===== src/rtl/aes_ks_seq_pkg.sv =====
// Shared types and constants for the AES-128 key schedule sequencer.
//   NUM_ROUNDS      : last round index (AES-128 only)
//   BYTES_PER_ROUND : bytes per round key, sets the counter width
//   KEY_MEM_DEPTH   : number of round-key memory bytes
//   addr_of()       : round-key memory address for a (round, byte) pair
package aes_ks_seq_pkg;

    localparam int unsigned NUM_ROUNDS      = 10;
    localparam int unsigned BYTES_PER_ROUND = 16;
    localparam int unsigned KEY_MEM_DEPTH   = (NUM_ROUNDS + 1) * BYTES_PER_ROUND;
    localparam int unsigned CNT_W           = $clog2(BYTES_PER_ROUND);
    localparam int unsigned ADDR_W          = 8;

    localparam logic [CNT_W-1:0] LAST_ROUND = CNT_W'(NUM_ROUNDS);
    localparam logic [CNT_W-1:0] LAST_BYTE  = CNT_W'(BYTES_PER_ROUND - 1);

    typedef enum logic [2:0] {
        StIdle,
        StLoadKey,
        StExpand,
        StReady,
        StStream
    } ks_state_e;

    function automatic logic [ADDR_W-1:0] addr_of(input logic [CNT_W-1:0] rnd,
                                                  input logic [CNT_W-1:0] byt);
        return ADDR_W'(rnd) * ADDR_W'(BYTES_PER_ROUND) + ADDR_W'(byt);
    endfunction

endpackage


===== src/rtl/aes_key_schedule_sequencer_if.sv =====
// Signal bundle between the core controller / key schedule datapath and the sequencer.
//   slave  : sequencer side (takes key/block commands, drives datapath controls)
//   master : core controller and datapath side
interface aes_key_schedule_sequencer_if;
    import aes_ks_seq_pkg::*;

    logic              key_start;
    logic              key_valid;
    logic              key_ready;
    logic              blk_start;
    logic              blk_encrypt;
    logic              keys_ready;
    logic              blk_busy;
    logic              stream_valid;
    logic [CNT_W-1:0]  stream_round;
    logic [CNT_W-1:0]  stream_byte;
    logic              blk_done;
    logic              en_generator;
    logic [CNT_W-1:0]  round_counter;
    logic [CNT_W-1:0]  inner_state_counter;
    logic              encrypt;
    logic              read_key_in;
    logic              load_round_key;
    logic              save_round_key;
    logic [ADDR_W-1:0] addr_round_key_mem;

    modport slave (
        input  key_start, key_valid, blk_start, blk_encrypt,
        output key_ready, keys_ready, blk_busy, stream_valid, stream_round, stream_byte,
               blk_done, en_generator, round_counter, inner_state_counter, encrypt,
               read_key_in, load_round_key, save_round_key, addr_round_key_mem
    );

    modport master (
        output key_start, key_valid, blk_start, blk_encrypt,
        input  key_ready, keys_ready, blk_busy, stream_valid, stream_round, stream_byte,
               blk_done, en_generator, round_counter, inner_state_counter, encrypt,
               read_key_in, load_round_key, save_round_key, addr_round_key_mem
    );

endinterface


===== src/rtl/aes_ks_round_byte_counter.sv =====
// Byte counter (0..15) chained to a round counter, shared by load, expand and stream.
//   i_clk, i_rst_n : clock, asynchronous active-low reset
//   i_load         : byte <= 0, round <= i_load_round (wins over i_en)
//   i_en           : advance byte; on byte wrap step the round
//   i_down         : round steps down instead of up on byte wrap
//   o_round/o_byte : current counts; o_byte_last flags byte 15
module aes_ks_round_byte_counter
    import aes_ks_seq_pkg::*;
(
    input  logic             i_clk,
    input  logic             i_rst_n,
    input  logic             i_load,
    input  logic [CNT_W-1:0] i_load_round,
    input  logic             i_en,
    input  logic             i_down,
    output logic [CNT_W-1:0] o_round,
    output logic [CNT_W-1:0] o_byte,
    output logic             o_byte_last
);

    logic [CNT_W-1:0] r_round;
    logic [CNT_W-1:0] r_byte;

    always_ff @(posedge i_clk or negedge i_rst_n) begin
        if (!i_rst_n) begin
            r_round <= '0;
            r_byte  <= '0;
        end else if (i_load) begin
            r_round <= i_load_round;
            r_byte  <= '0;
        end else if (i_en) begin
            if (r_byte == LAST_BYTE) begin
                r_byte  <= '0;
                r_round <= i_down ? r_round - CNT_W'(1) : r_round + CNT_W'(1);
            end else begin
                r_byte <= r_byte + CNT_W'(1);
            end
        end
    end

    assign o_round     = r_round;
    assign o_byte      = r_byte;
    assign o_byte_last = (r_byte == LAST_BYTE);

endmodule


===== src/rtl/aes_key_schedule_sequencer.sv =====
// Sequencer for the byte-serial AES-128 key schedule: loads a 16-byte key, runs the
// generator through rounds 1..10 writing every round-key byte, then replays the cached
// round keys forward (encrypt) or reverse (decrypt).
//   i_clk, i_rst_n : clock, asynchronous active-low reset
//   io_ks          : command handshake, stream status and datapath controls
module aes_key_schedule_sequencer
    import aes_ks_seq_pkg::*;
(
    input  logic                          i_clk,
    input  logic                          i_rst_n,
    aes_key_schedule_sequencer_if.slave   io_ks
);

    ks_state_e         r_state, w_state_next;
    logic              r_encrypt;
    logic              r_stream_valid, r_blk_done;
    logic [CNT_W-1:0]  r_stream_round, r_stream_byte;

    logic [CNT_W-1:0]  w_round, w_byte, w_cnt_load_round;
    logic              w_byte_last, w_cnt_load, w_cnt_en, w_cnt_down;
    logic              w_blk_accept, w_stream_last, w_in_stream;
    logic              w_key_ready, w_keys_ready, w_blk_busy, w_en_generator, w_encrypt;
    logic              w_read_key_in, w_load_round_key, w_save_round_key;
    logic [CNT_W-1:0]  w_round_counter, w_inner_state_counter;
    logic [ADDR_W-1:0] w_addr;

    aes_ks_round_byte_counter u_counter (
        .i_clk        (i_clk),
        .i_rst_n      (i_rst_n),
        .i_load       (w_cnt_load),
        .i_load_round (w_cnt_load_round),
        .i_en         (w_cnt_en),
        .i_down       (w_cnt_down),
        .o_round      (w_round),
        .o_byte       (w_byte),
        .o_byte_last  (w_byte_last)
    );

    assign w_in_stream = (r_state == StStream);

    always_comb begin
        w_state_next          = r_state;
        w_key_ready           = 1'b0;
        w_keys_ready          = 1'b0;
        w_blk_busy            = 1'b0;
        w_en_generator        = 1'b0;
        w_encrypt             = 1'b0;
        w_read_key_in         = 1'b0;
        w_load_round_key      = 1'b0;
        w_save_round_key      = 1'b0;
        w_round_counter       = '0;
        w_inner_state_counter = '0;
        w_addr                = '0;
        w_cnt_load            = 1'b0;
        w_cnt_load_round      = '0;
        w_cnt_en              = 1'b0;
        w_cnt_down            = 1'b0;
        w_blk_accept          = 1'b0;
        w_stream_last         = 1'b0;

        case (r_state)
            StIdle: ;
            StLoadKey: begin
                w_key_ready           = 1'b1;
                w_read_key_in         = 1'b1;
                w_encrypt             = 1'b1;
                w_round_counter       = w_round;
                w_inner_state_counter = w_byte;
                if (io_ks.key_valid) begin
                    w_en_generator   = 1'b1;
                    w_save_round_key = 1'b1;
                    w_addr           = addr_of(w_round, w_byte);
                    // Byte 15 wraps the counter to round 1, byte 0: the first expand step.
                    w_cnt_en         = 1'b1;
                    if (w_byte_last) w_state_next = StExpand;
                end
            end
            StExpand: begin
                w_en_generator        = 1'b1;
                w_save_round_key      = 1'b1;
                w_encrypt             = 1'b1;
                w_round_counter       = w_round;
                w_inner_state_counter = w_byte;
                w_addr                = addr_of(w_round, w_byte);
                if (w_byte_last && w_round == LAST_ROUND) begin
                    w_cnt_load   = 1'b1;
                    w_state_next = StReady;
                end else begin
                    w_cnt_en = 1'b1;
                end
            end
            StReady: begin
                // While the last streamed byte is still draining, stay unavailable.
                w_keys_ready = !r_stream_valid;
                if (io_ks.blk_start && !r_stream_valid) begin
                    w_blk_accept     = 1'b1;
                    w_cnt_load       = 1'b1;
                    w_cnt_load_round = io_ks.blk_encrypt ? '0 : LAST_ROUND;
                    w_state_next     = StStream;
                end
            end
            StStream: begin
                w_load_round_key = 1'b1;
                w_blk_busy       = 1'b1;
                w_addr           = addr_of(w_round, w_byte);
                w_stream_last    = w_byte_last && (w_round == (r_encrypt ? LAST_ROUND : '0));
                if (w_stream_last) begin
                    w_cnt_load   = 1'b1;
                    w_state_next = StReady;
                end else begin
                    w_cnt_en   = 1'b1;
                    w_cnt_down = !r_encrypt;
                end
            end
            default: w_state_next = StIdle;
        endcase

        // Drain cycle: memory read data for the final address is still on its way out.
        if (r_stream_valid) begin
            w_load_round_key = 1'b1;
            w_blk_busy       = 1'b1;
        end

        if (io_ks.key_start) begin
            w_state_next     = StLoadKey;
            w_cnt_load       = 1'b1;
            w_cnt_load_round = '0;
            w_cnt_en         = 1'b0;
            w_blk_accept     = 1'b0;
        end
    end

    always_ff @(posedge i_clk or negedge i_rst_n) begin
        if (!i_rst_n) begin
            r_state        <= StIdle;
            r_encrypt      <= 1'b0;
            r_stream_valid <= 1'b0;
            r_stream_round <= '0;
            r_stream_byte  <= '0;
            r_blk_done     <= 1'b0;
        end else begin
            r_state        <= w_state_next;
            if (w_blk_accept) r_encrypt <= io_ks.blk_encrypt;
            r_stream_valid <= w_in_stream;
            r_stream_round <= w_in_stream ? w_round : '0;
            r_stream_byte  <= w_in_stream ? w_byte : '0;
            r_blk_done     <= w_stream_last;
        end
    end

    assign io_ks.key_ready           = w_key_ready;
    assign io_ks.keys_ready          = w_keys_ready;
    assign io_ks.blk_busy            = w_blk_busy;
    assign io_ks.stream_valid        = r_stream_valid;
    assign io_ks.stream_round        = r_stream_round;
    assign io_ks.stream_byte         = r_stream_byte;
    assign io_ks.blk_done            = r_blk_done;
    assign io_ks.en_generator        = w_en_generator;
    assign io_ks.round_counter       = w_round_counter;
    assign io_ks.inner_state_counter = w_inner_state_counter;
    assign io_ks.encrypt             = w_encrypt;
    assign io_ks.read_key_in         = w_read_key_in;
    assign io_ks.load_round_key      = w_load_round_key;
    assign io_ks.save_round_key      = w_save_round_key;
    assign io_ks.addr_round_key_mem  = w_addr;

endmodule

===== src/flat_wrapper.sv =====
// flat-port wrapper written by rule: the top's interface ports become plain ports
module aes_key_schedule_sequencer_flat import aes_ks_seq_pkg::*;
  (i_clk, i_rst_n, io_ks_key_start, io_ks_key_valid, io_ks_blk_start, io_ks_blk_encrypt, io_ks_key_ready, io_ks_keys_ready, io_ks_blk_busy, io_ks_stream_valid, io_ks_stream_round, io_ks_stream_byte, io_ks_blk_done, io_ks_en_generator, io_ks_round_counter, io_ks_inner_state_counter, io_ks_encrypt, io_ks_read_key_in, io_ks_load_round_key, io_ks_save_round_key, io_ks_addr_round_key_mem);
  aes_key_schedule_sequencer_if io_ks_i ();
  input  logic i_clk;
  input  logic i_rst_n;
  input wire logic [$bits(io_ks_i.key_start)-1:0] io_ks_key_start;
  input wire logic [$bits(io_ks_i.key_valid)-1:0] io_ks_key_valid;
  input wire logic [$bits(io_ks_i.blk_start)-1:0] io_ks_blk_start;
  input wire logic [$bits(io_ks_i.blk_encrypt)-1:0] io_ks_blk_encrypt;
  output wire logic [$bits(io_ks_i.key_ready)-1:0] io_ks_key_ready;
  output wire logic [$bits(io_ks_i.keys_ready)-1:0] io_ks_keys_ready;
  output wire logic [$bits(io_ks_i.blk_busy)-1:0] io_ks_blk_busy;
  output wire logic [$bits(io_ks_i.stream_valid)-1:0] io_ks_stream_valid;
  output wire logic [$bits(io_ks_i.stream_round)-1:0] io_ks_stream_round;
  output wire logic [$bits(io_ks_i.stream_byte)-1:0] io_ks_stream_byte;
  output wire logic [$bits(io_ks_i.blk_done)-1:0] io_ks_blk_done;
  output wire logic [$bits(io_ks_i.en_generator)-1:0] io_ks_en_generator;
  output wire logic [$bits(io_ks_i.round_counter)-1:0] io_ks_round_counter;
  output wire logic [$bits(io_ks_i.inner_state_counter)-1:0] io_ks_inner_state_counter;
  output wire logic [$bits(io_ks_i.encrypt)-1:0] io_ks_encrypt;
  output wire logic [$bits(io_ks_i.read_key_in)-1:0] io_ks_read_key_in;
  output wire logic [$bits(io_ks_i.load_round_key)-1:0] io_ks_load_round_key;
  output wire logic [$bits(io_ks_i.save_round_key)-1:0] io_ks_save_round_key;
  output wire logic [$bits(io_ks_i.addr_round_key_mem)-1:0] io_ks_addr_round_key_mem;
  assign io_ks_i.key_start = io_ks_key_start;
  assign io_ks_i.key_valid = io_ks_key_valid;
  assign io_ks_i.blk_start = io_ks_blk_start;
  assign io_ks_i.blk_encrypt = io_ks_blk_encrypt;
  assign io_ks_key_ready = io_ks_i.key_ready;
  assign io_ks_keys_ready = io_ks_i.keys_ready;
  assign io_ks_blk_busy = io_ks_i.blk_busy;
  assign io_ks_stream_valid = io_ks_i.stream_valid;
  assign io_ks_stream_round = io_ks_i.stream_round;
  assign io_ks_stream_byte = io_ks_i.stream_byte;
  assign io_ks_blk_done = io_ks_i.blk_done;
  assign io_ks_en_generator = io_ks_i.en_generator;
  assign io_ks_round_counter = io_ks_i.round_counter;
  assign io_ks_inner_state_counter = io_ks_i.inner_state_counter;
  assign io_ks_encrypt = io_ks_i.encrypt;
  assign io_ks_read_key_in = io_ks_i.read_key_in;
  assign io_ks_load_round_key = io_ks_i.load_round_key;
  assign io_ks_save_round_key = io_ks_i.save_round_key;
  assign io_ks_addr_round_key_mem = io_ks_i.addr_round_key_mem;
  aes_key_schedule_sequencer u_core (.i_clk(i_clk), .i_rst_n(i_rst_n), .io_ks(io_ks_i));
endmodule

===== config.mk =====
export PLATFORM = sky130hd
export DESIGN_NAME = aes_key_schedule_sequencer_flat
export DESIGN_NICKNAME = d
export VERILOG_FILES = /design/src/rtl/aes_ks_seq_pkg.sv /design/src/rtl/aes_key_schedule_sequencer_if.sv /design/src/rtl/aes_ks_round_byte_counter.sv /design/src/rtl/aes_key_schedule_sequencer.sv /design/src/flat_wrapper.sv
export SDC_FILE = /design/constraint.sdc
export NUM_CORES = 1
export LEC_CHECK = 0
export BUFFER_PORTS_ARGS = -buffer_cell sky130_fd_sc_hd__buf_4
export CORE_ASPECT_RATIO = 0.75
export CORE_UTILIZATION = 51
export DETAILED_ROUTE_END_ITERATION = 10
export HOLD_SLACK_MARGIN = 0.15
export PLACE_DENSITY = 0.8
export SYNTH_ARGS = -nofsm -noshare
export SYNTH_HDL_FRONTEND = slang
export SYNTH_SLANG_ARGS = --single-unit
export TNS_END_PERCENT = 10

===== constraint.sdc =====
create_clock -name i_clk -period 2.65 [get_ports i_clk]
set_input_delay 0.265 -clock i_clk [delete_from_list [all_inputs] [get_ports i_clk]]
set_output_delay 0.265 -clock i_clk [all_outputs]
set_load 0.01 [all_outputs]

==> Word level (Yosys, flattened, before mapping) <==
Index checks and enable logic that the tools add are counted.
{ "classes": {"addsub": 4, "n_eq_ne": 13, "mux": 46, "reduce_logical": 12} }
{ "ops": {"columns": ["operator", "count"], "rows": [
  ["$mux 4", 16],
  ["$mux 1", 18],
  ["$mux 3", 6],
  ["$pmux 8 s2", 1],
  ["$pmux 3 s5", 1],
  ["$ne 3x2->1 const B", 3],
  ["$add 4x1->4 const B", 2],
  ["$add 8x4->8", 1],
  ["$eq 4x4->1 const B", 2],
  ["$mux 8", 1],
  ["$eq 3x2->1 const B", 2],
  ["$ne 3x3->1 const B", 2],
  ["$pmux 1 s3", 2],
  ["$reduce_and 6->1", 1],
  ["$eq 4x4->1", 1],
  ["$reduce_bool 2->1", 2],
  ["$reduce_or 2->1", 2],
  ["$sub 4x1->4 const B", 1],
  ["$eq 3x1->1 const B", 1],
  ["$eq 3x3->1 const B", 1],
  ["$logic_and 1x1->1", 3],
  ["$logic_not 3->1", 1],
  ["$logic_not 1->1", 2],
  ["$ne 2x2->1 const B", 1],
  ["2 further kinds", 2]
]} }
{ "totals": {"reg_bits": 22, "output_inout_bits": 34, "wordCells": 83} }

==> Longest topological paths before layout <==
Gate-level depths: netlist (run 1).
{ "logic_depth": {"depth_word": 9, "ltp_mapped": 12} }

==> By module <==
Synthesis (run 1) repeated with hierarchy kept, for this count alone.
{ "unflattened": {"cells_unflattened": 147, "area_unflattened_um2": 1405.1} }
{ "modules_own_cells": {"columns": ["mod", "n_inst", "cells_each", "area_per_inst_um2", "seq_area_each_um2"], "rows": [
  ["aes_key_schedule_sequencer", 1, 91, 888.4, 350.3],
  ["aes_ks_round_byte_counter", 1, 56, 516.7, 200.2]
]} }

==> Least setup slack after synthesis (run 1) <==
No wires, ideal clock.
{ "synth_path": {"path_type": "register to register", "start": "reg u_core.u_counter.r_byte[0], in the netlist u_core.u_counter.o_byte[0]", "end": "reg u_core.u_counter.r_round[3], in the netlist u_core.u_counter.o_round[3]", "arrival_ns": 2.197, "required_ns": 2.556, "path_slack_ns": 0.359, "stages_incl_launch_ff": 12, "path_buffers": 0, "synth_period_minus_slack_ns": 2.291, "cell_sequence": "dfrtp_1 ha_1 and3_1 o211ai_2 nand2_1 or2_2 inv_1 ha_1 a21o_1 a21oi_1 xor2_1 a211oi_1"} }
{ "synth_via": {"elab_chain_len": 8, "elab_cells_between_ends": 20, "classes_between": "eq/ne: 1; mux: 14; reduce/logical: 5"} }
{ "synth_lines": {"columns": ["item", "line_no", "rtl"], "rows": [
  ["start: declaration", "aes_ks_round_byte_counter.sv:22", "logic [CNT_W-1:0] r_byte;"],
  ["start signal: assignment", "aes_ks_round_byte_counter.sv:36", "r_byte <= r_byte + CNT_W'(1);"],
  ["$eq 4x4->1 (*)", "aes_ks_round_byte_counter.sv:32, aes_ks_round_byte_counter.sv:43", null],
  ["$logic_and 1x1->1", "aes_key_schedule_sequencer.sv:106", "w_stream_last = w_byte_last && (w_round == (r_encrypt ? LAST_ROUND : '0));"],
  ["$mux 1", "aes_key_schedule_sequencer.sv:107", "if (w_stream_last) begin"],
  ["$mux 1", "aes_key_schedule_sequencer.sv:61", "case (r_state)"],
  ["$mux 4", "aes_ks_round_byte_counter.sv:34", "r_round <= i_down ? r_round - CNT_W'(1) : r_round + CNT_W'(1);"],
  ["$mux 4", "aes_ks_round_byte_counter.sv:32", "if (r_byte == LAST_BYTE) begin"],
  ["$mux 4", "aes_ks_round_byte_counter.sv:31", "end else if (i_en) begin"],
  ["$mux 4", "aes_ks_round_byte_counter.sv:28", "end else if (i_load) begin"],
  ["end signal: assignment", "aes_ks_round_byte_counter.sv:29", "r_round <= i_load_round;"],
  ["end signal: assignment", "aes_ks_round_byte_counter.sv:34", null],
  ["end: declaration", "aes_ks_round_byte_counter.sv:21", "logic [CNT_W-1:0] r_round;"]
]} }
Mark *: on every way between the ends. The rest lies on a longest branch, timed or not. The select of a mux whose other input is x is not followed.
A chain may end at the register's enable or synchronous reset.

==> Worst setup path in the final report (run 1) <==
Same ends and word-level chain as after synthesis.

==> out/results.ini, run 1 <==
[timing]
slew-limit-headroom_pct = 61.5
setup_viol_count_final = 0
final_hold_viol_count = 0
tightestPinTransition_ps = 577
period_share_pct = 94.4
period_minus_slack_ps = 2500
fmax_ghz = 0.400
fin_skew_ps = 5.92
slew_violations = 0

[pwr]
ir_worst_vdd_uv = 251
power_frac_comb_pct = 12.1
clock_power_share_pct = 30.5
p_leak_nw = 0.850
power.switching_w = 0.000151
switching_share_pct = 24.8
p_int_w = 0.000458
seq_power_share_pct = 57.4
power_density_nw_per_um2 = 353

[min_path]
hp-class = in -> reg
min_path_cells = 2

[final_layout]
final_common_cell = buf_4
instances_no_fill = 221
nets = 198
drive_above_1_share_pct = 33.2
area_delta_synth_final_pct = 28.2
layout_common_cells = buf_4 (44), dfrtp_1 (19), nor2b_1 (16)
stdcell_area_um2 = 1720
antenna_cells = 0

[routing]
drc_errors = 0
drtIter0Drc = 26
first_pass_iters = 4
vias = 1199
wl_per_cell_um = 14.7
routed_wirelength_mm = 3.26
ant_nets = 0
vias_per_cell = 5.43

[setup_path]
worstSetupPathType = reg -> reg
end_kind = flop
cp_max_fo = 6
worstPathArrival_ps = 2730
start_kind = flop
critPathRequiredTime_ps = 2870
r2r_cells = 11

[die]
die_area_um2 = 2850
initial_core_util_pct = 56.0
num_io_pins = 40
row_count = 15
fp.dieW_um = 61.3
die_h_um = 46.5
coreArea_um2 = 2400

[clock_network]
cts_max_path_buffers = 2
clk_pin_slew_worst_paths_ps = 120
cts.htree.levels = 1
clock-sinks = 22
tritoncts = yes
numCtsBuffers = 3
root_buffer = clkbuf_4
clk_latency_ps = 310

[global_route]
antenna_found_initial = 0
grt_pass1_vias = 1039
grtUsageTotal_pct = 24.8
grt_pass1_wl_mm = 4.97
globalRouteOverflowTotal = 0
grt_max_degree = 23

[place]
post-place-cells = 213
numPortBuffers = 39
placed_area_um2 = 1650
dp_hpwl_mm = 2.39
gp_congestion = 0.889

[synthesis]
synth_nets = 155
yosysSeqAreaShare_pct = 40.9
syn_inst = 145
synth_warnings = 0
syn_area_um2 = 1350
synthDistinctLibCells = 42
avgSynthCellArea_um2 = 9.28
ys_seq_elements = 22

[run_status]
run_status = complete, no violations

[flow_run]
maxCapViolCount = 0

==> metrics by stage <==
stage	setup TNS (ps)	hold slack, ps	worst slack (ps)	utilization [%]	total power, W
after CTS	0	185	121	70.8	0.000610
after global routing	-0.672	184	-0.672	71.8	0.000632
after global placement	0	169	300	68.5	0.000421
after detailed placement	0	171	159	68.5	0.000423
after floorplan	0	-30.6	359	-	0.000391
final	0	191	148	71.8	0.000609
==> worst paths after layout <==
path | to | from | slack, ps
worst min-delay path | u_core.r_encrypt | io_ks_blk_encrypt | 190
worst max register to register | u_core.u_counter.o_round[3] | u_core.u_counter.o_byte[0] | 150
worst min register to register | u_core.io_ks.stream_byte[1] | u_core.u_counter.o_byte[1] | 570
worst max-delay path | u_core.u_counter.o_round[3] | u_core.u_counter.o_byte[0] | 150
min in group asynchronous | u_core.r_state[1] | i_rst_n | 360
max in group asynchronous | u_core.u_counter.o_round[3] | i_rst_n | 2050
==> critical path: stages, from the launching register on <==
cell and delay [ps]:
dfrtp_2 460, ha_1 240, and3_1 180, o211ai_2 120, nand2_1 120, or2_2 320, inv_1 90, ha_1 220
a21o_1 190, a21oi_2 140, xor2_1 100, a211oi_1 240
==> routing by layer <==
layer | vias to the layer above | wire length, µm | global-route usage [%]
met2 | 44 | 1440 | 40.0
met1 | 570 | 1590 | 34.5
met4 | 0 | 23 | 4.09
li1 | 583 | - | -
met5 | - | 0 | 0
met3 | 2 | 214 | 5.90
==> state kept, by name (all words and copies together) (netlist names) <==
signal	flops
u_core.io_ks.blk_done	1
u_core.io_ks.stream_byte	4
u_core.io_ks.stream_round	4
u_core.io_ks.stream_valid	1
u_core.r_encrypt	1
u_core.r_state	3
u_core.u_counter.o_byte	4
u_core.u_counter.o_round	4
==> area by class of cell <==
type                       count  area [µm²]
multi-input combinational    109         718
timing repair buffer          46         350
tap                           34        42.5
fill                         208         678
clock buffer                   4        36.3
inverter                       6        22.5
sequential                    22         554
==> cell families after synthesis <==
kind of cell               Yosys count  synth area share [%]
xor gates and xnor gates             3                  1.95
and+or+nand+nor                     71                  29.3
AOI/OAI and AO/OA                   30                  16.7
muxes                                1                 0.837
DFF                                 22                  40.9
adders and majority gates            4                  4.28
buffers and inverters               14                  5.95
==> synth_stat cells, drive strengths merged <==
cell type | n | share of area [%]
mux2 | 1 | 0.84
dfrtp | 22 | 41
ha | 3 | 2.8
and2b | 1 | 0.56
clkbuf | 1 | 0.28
nor2b | 16 | 7.4
a211oi | 4 | 2.6
nand4 | 1 | 0.47
and3 | 3 | 1.4
nand2b | 4 | 1.9
nor4b | 1 | 0.65
nand3 | 4 | 1.5
or3 | 3 | 1.4
o31a | 1 | 0.65
fa | 1 | 1.5
a31oi | 2 | 0.93
a221oi | 1 | 1.1
or3b | 1 | 0.84
inv | 6 | 1.7
xnor2 | 2 | 1.3
buf | 7 | 4.0
o21ai | 4 | 1.5
a211o | 1 | 0.74
o211ai | 3 | 2.4
a311oi | 1 | 0.65
nor3 | 4 | 1.5
a21o | 1 | 0.56
nor3b | 1 | 0.56
or2 | 1 | 0.47
nor2 | 16 | 4.7
xor2 | 1 | 0.65
a21oi | 10 | 3.7
and2 | 6 | 2.8
a41oi | 2 | 1.9
and3b | 2 | 1.3
nand2 | 7 | 2.0
==> power by group through the flow <==
stage | sequential (W) | combinational [W] | clock, W
CTS | 0.000349 | 0.0000701 | 0.000191
global placement | 0.000354 | 0.0000669 | 0
detailed placement | 0.000356 | 0.0000676 | 0
finish | 0.000350 | 0.0000740 | 0.000186
global route | 0.000351 | 0.0000822 | 0.000200
floorplan | 0.000352 | 0.0000390 | 0
==> repair_timing <==
item                       4_1_cts  5_1_grt
buffers inserted                 0        2
hold endpoints to repair        24        0
hold buffers                     2        0
setup endpoints to repair        0        1
gates resized for setup          0        4
Note: power is estimated with default switching activity, not from simulation.
==> inputs of run 2 (changes only) <==
--- a/config.mk
+++ b/config.mk
@@ -8,10 +8,13 @@
 export BUFFER_PORTS_ARGS = -buffer_cell sky130_fd_sc_hd__buf_4
 export CORE_ASPECT_RATIO = 0.75
 export CORE_UTILIZATION = 51
+export CTS_CLUSTER_SIZE = 20
 export DETAILED_ROUTE_END_ITERATION = 10
+export GPL_ROUTABILITY_DRIVEN = 0
 export HOLD_SLACK_MARGIN = 0.15
-export PLACE_DENSITY = 0.8
+export PLACE_DENSITY = 0.79
 export SYNTH_ARGS = -nofsm -noshare
 export SYNTH_HDL_FRONTEND = slang
+export SYNTH_HIERARCHICAL = 1
 export SYNTH_SLANG_ARGS = --single-unit
 export TNS_END_PERCENT = 10
==> run 2 against run 1 <==
  * Register-to-register slack improved by 40 ps
  * Clock power about the same
  * Clock skew increased by 2.1 ps
  * Worst hold slack improved by 3.6 ps
  * Core utilization increased by 0.68 points
  * Area after synthesis increased by 4.5%
  * First-iteration DRC count increased by 140%
  * Fmax increased by 1.6%
  * Synthesized cell count increased by 1.4%
  * Routed wire length increased by 2.3%
  * Die area increased by 4.3%
  * Critical endpoint is now u_core/u_counter/o_round[3]
  * Highest routed layer unchanged
==> out/results.ini, run 2 <==
[run_status]
run_status = complete, no violations

[setup_path]
crit_top_cell = buf_4
start_kind = flop
worstSetupPathType = reg -> reg
end_kind = flop
crit_path_cell_trace = ha_1 > and3_1 > or3b_1 > buf_4 > nor2_1 > o32ai_1 > buf_4 > nand4_4 > and3b_1 > a21oi_1 > nand3_1
cp_max_fo = 8  ; +2
max_stage_delay_ps = 450  ; about the same
worstPathArrival_ps = 2660  ; -70 ps
critPathRequiredTime_ps = 2840  ; -30 ps
cp_slowest_cell = dfrtp_2

[place]
numPortBuffers = 39  ; unchanged
post-place-cells = 224  ; +5.2%
dp_hpwl_mm = 2.55  ; +6.5%

[final_layout]
multi_input_area_um2 = 790  ; +9.9%
n_fill_cell = 203  ; -2.4%
layout_common_cells = buf_4 (56), dfrtp_1 (21), and2_1 (16)
final_core_utilization_pct = 72.5  ; +0.68 points
seq_area_um2 = 552  ; -0.45%
final_common_cell = buf_4
instances_no_fill = 237  ; +7.2%
drive_above_1_share_pct = 35.8  ; +2.7 points
antenna_cells = 0  ; unchanged
nets = 212  ; +7.1%
area_delta_synth_final_pct = 34.2

[pwr]
switching_share_pct = 28.2  ; +3.4 points
clock_power_share_pct = 25.5  ; -5.0 points
power.switching_w = 0.000203  ; +34%
power_density_nw_per_um2 = 381  ; +7.7%
p_leak_nw = 0.941  ; +11%
power_frac_comb_pct = 22.8  ; +11 points
fin_total_pwr_w = 0.000718  ; +18%
seq_power_share_pct = 51.7  ; -5.7 points
p_int_w = 0.000515  ; +12%
ir_worst_vdd_uv = 289  ; +15%

[global_route]
grt_pass1_vias = 1144  ; +10%
grtUsageTotal_pct = 24.1  ; -0.69 points
grt_pass1_wl_mm = 5.26  ; +5.8%
grt_max_degree = 23  ; unchanged
globalRouteOverflowTotal = 0  ; unchanged
antenna_found_initial = 0  ; unchanged

[routing]
drc_errors = 0  ; unchanged
first_pass_iters = 4  ; unchanged
ant_nets = 0  ; unchanged
wl_per_cell_um = 14.1  ; -4.6%
routed_wirelength_mm = 3.33  ; +2.3%
vias = 1295  ; +8.0%
vias_per_cell = 5.46  ; +0.72%
drtIter0Drc = 63  ; +140%

[die]
fp.dieW_um = 62.6  ; +2.1%
die_area_um2 = 2970  ; +4.3%
initial_core_util_pct = 54.0  ; -2.0 points
die_h_um = 47.5  ; +2.1%
row_count = 16  ; +1
num_io_pins = 40  ; unchanged
coreArea_um2 = 2600  ; +8.3%

[timing]
slew_violations = 0  ; unchanged
setup_viol_count_final = 0  ; unchanged
fmax_ghz = 0.406  ; +1.6%
rsz0062_at_grt = false
final_hold_viol_count = 0  ; unchanged
tns_ps = 0  ; unchanged
fin_skew_ps = 8.07  ; +2.14 ps
period_share_pct = 93.0  ; -1.4 points
period_minus_slack_ps = 2460  ; -38.3 ps
holdWs_ps = 195  ; +3.62 ps

[synthesis]
synthTopCellsByArea = dfrtp_1 (39%), and2_1 (7.1%), nor2b_1 (3.6%)
yosysMostFrequentCell = dfrtp_1
synth_warnings = 6  ; +6
synthTopCellsByCount = dfrtp_1 (22), and2_1 (16), nor2_1 (9)
synth_ff_type = dfrtp_1
syn_area_um2 = 1410  ; +4.5%
ys_seq_elements = 22  ; unchanged
synthDistinctLibCells = 48  ; +14%
ys_async_sr_fraction_pct = 100  ; unchanged
synth_top_area_cell = dfrtp_1
synth-edff-count = 0  ; unchanged
yosysSeqAreaShare_pct = 39.2  ; -1.7 points
post-synth-top-area-fraction_pct = 39.2  ; -1.7 points
avgSynthCellArea_um2 = 9.56  ; +3.0%
syn_inst = 147  ; +1.4%

[clock_network]
clk_latency_ps = 310  ; about the same
root_buffer = clkbuf_4
cts.htree.levels = 1  ; unchanged
tritoncts = yes
clock-sinks = 22  ; unchanged
cts_max_path_buffers = 2  ; unchanged
clk_pin_slew_worst_paths_ps = 120  ; about the same
numCtsBuffers = 3  ; unchanged

[min_path]
hp-class = in -> reg

[flow_run]
maxCapViolCount = 0  ; unchanged

[run 2: changes by cell type after synthesis, moves of 3 or more]
| cell | delta |
|---|---|
| nor2b_1 | -8 |
| nor2_1 | -6 |
| or3b_1 | +3 |
| nor4_1 | +4 |
| and2_1 | +10 |
[run 2: through the flow]
| stage | cell area [µm²] | worst slack [ps] |
|---|---|---|
| floorplan | 1420 | 55.9 |
| global placement | 1770 | 269 |
| detailed placement | 1770 | 108 |
| CTS | 1820 | 85.0 |
| global route | 1890 | 19.5 |
| finish | 1890 | 186 |
[run 2: worst max-delay path, delay by kind of cell (launching register included)]
| family | cells | cell delay, ps |
|---|---|---|
| simple gates | 6 | 880 |
| flops | 1 | 450 |
| compound gates | 2 | 400 |
| buf+inv | 2 | 370 |
| fa+ha+maj | 1 | 230 |
[run 2: cells by family (layout without fill, tap and decap cells)]
logic type | count (synthesis) | in the layout | synth area share (%)
AO/OA/AOI/OAI | 28 | 28 | 14.6
XOR/XNOR | 3 | 3 | 1.87
adder cells (fa/ha/maj) | 4 | 4 | 4.10
buffers and inverters | 15 | 68 | 5.88
flip-flops | 22 | 22 | 39.2
multiplexers | 2 | 2 | 1.78
other | 1 | 2 | 0.267
AND/OR/NAND/NOR | 72 | 72 | 32.3
[run 2: cell type report]
class                           instances  area share [%]
Multi-Input combinational cell        111            41.9
Sequential cell                        22            29.3
Timing Repair Buffer                   58            23.4
Tap cell                               36            2.39
Clock buffer                            4            1.92
Inverter                                6            1.19
[run 2: worst paths after layout]
| check | startpoint | slack (ps) | end | cells after the start |
|---|---|---|---|---|
| max in group asynchronous | i_rst_n | 2020 | u_core/u_counter/o_byte[0] | 2 |
| worst max-delay path | u_core/u_counter/o_byte[0] | 190 | u_core/u_counter/o_round[3] | 11 |
| worst min register to register | u_core/r_encrypt | 620 | u_core/r_encrypt | 1 |
| worst min-delay path | io_ks_blk_encrypt | 200 | u_core/r_encrypt | 2 |
| min in group asynchronous | i_rst_n | 390 | u_core/io_ks.stream_round[1] | 2 |
| worst max register to register | u_core/u_counter/o_byte[0] | 190 | u_core/u_counter/o_round[3] | 11 |
[run 2: what timing repair did]
item | in CTS | in global routing
endpoints found under the hold margin | 23 | 0
endpoints found under the setup margin | 0 | 3
hold buffers | 2 | 0
resized for setup | 0 | 2
setup buffers | 0 | 7
[run 2: per-layer routing]
| metal | global-route usage [%] | share of wire [%] |
|---|---|---|
| met1 | 29.6 | 44 |
| met2 | 38.5 | 46 |
| met3 | 8.57 | 7.2 |
| met4 | 14.0 | 2.0 |
| met5 | 0 | 0 |
[run 2: power by group through the flow]
stage          Clock [W]  Combinational (W)  Sequential [W]
4_1_cts         0.000188           0.000152        0.000371
2_1_floorplan          0          0.0000963        0.000365
5_1_grt         0.000206           0.000179        0.000374
3_5_place_dp           0           0.000150        0.000378
3_3_place_gp           0           0.000147        0.000376
6_report        0.000183           0.000164        0.000371
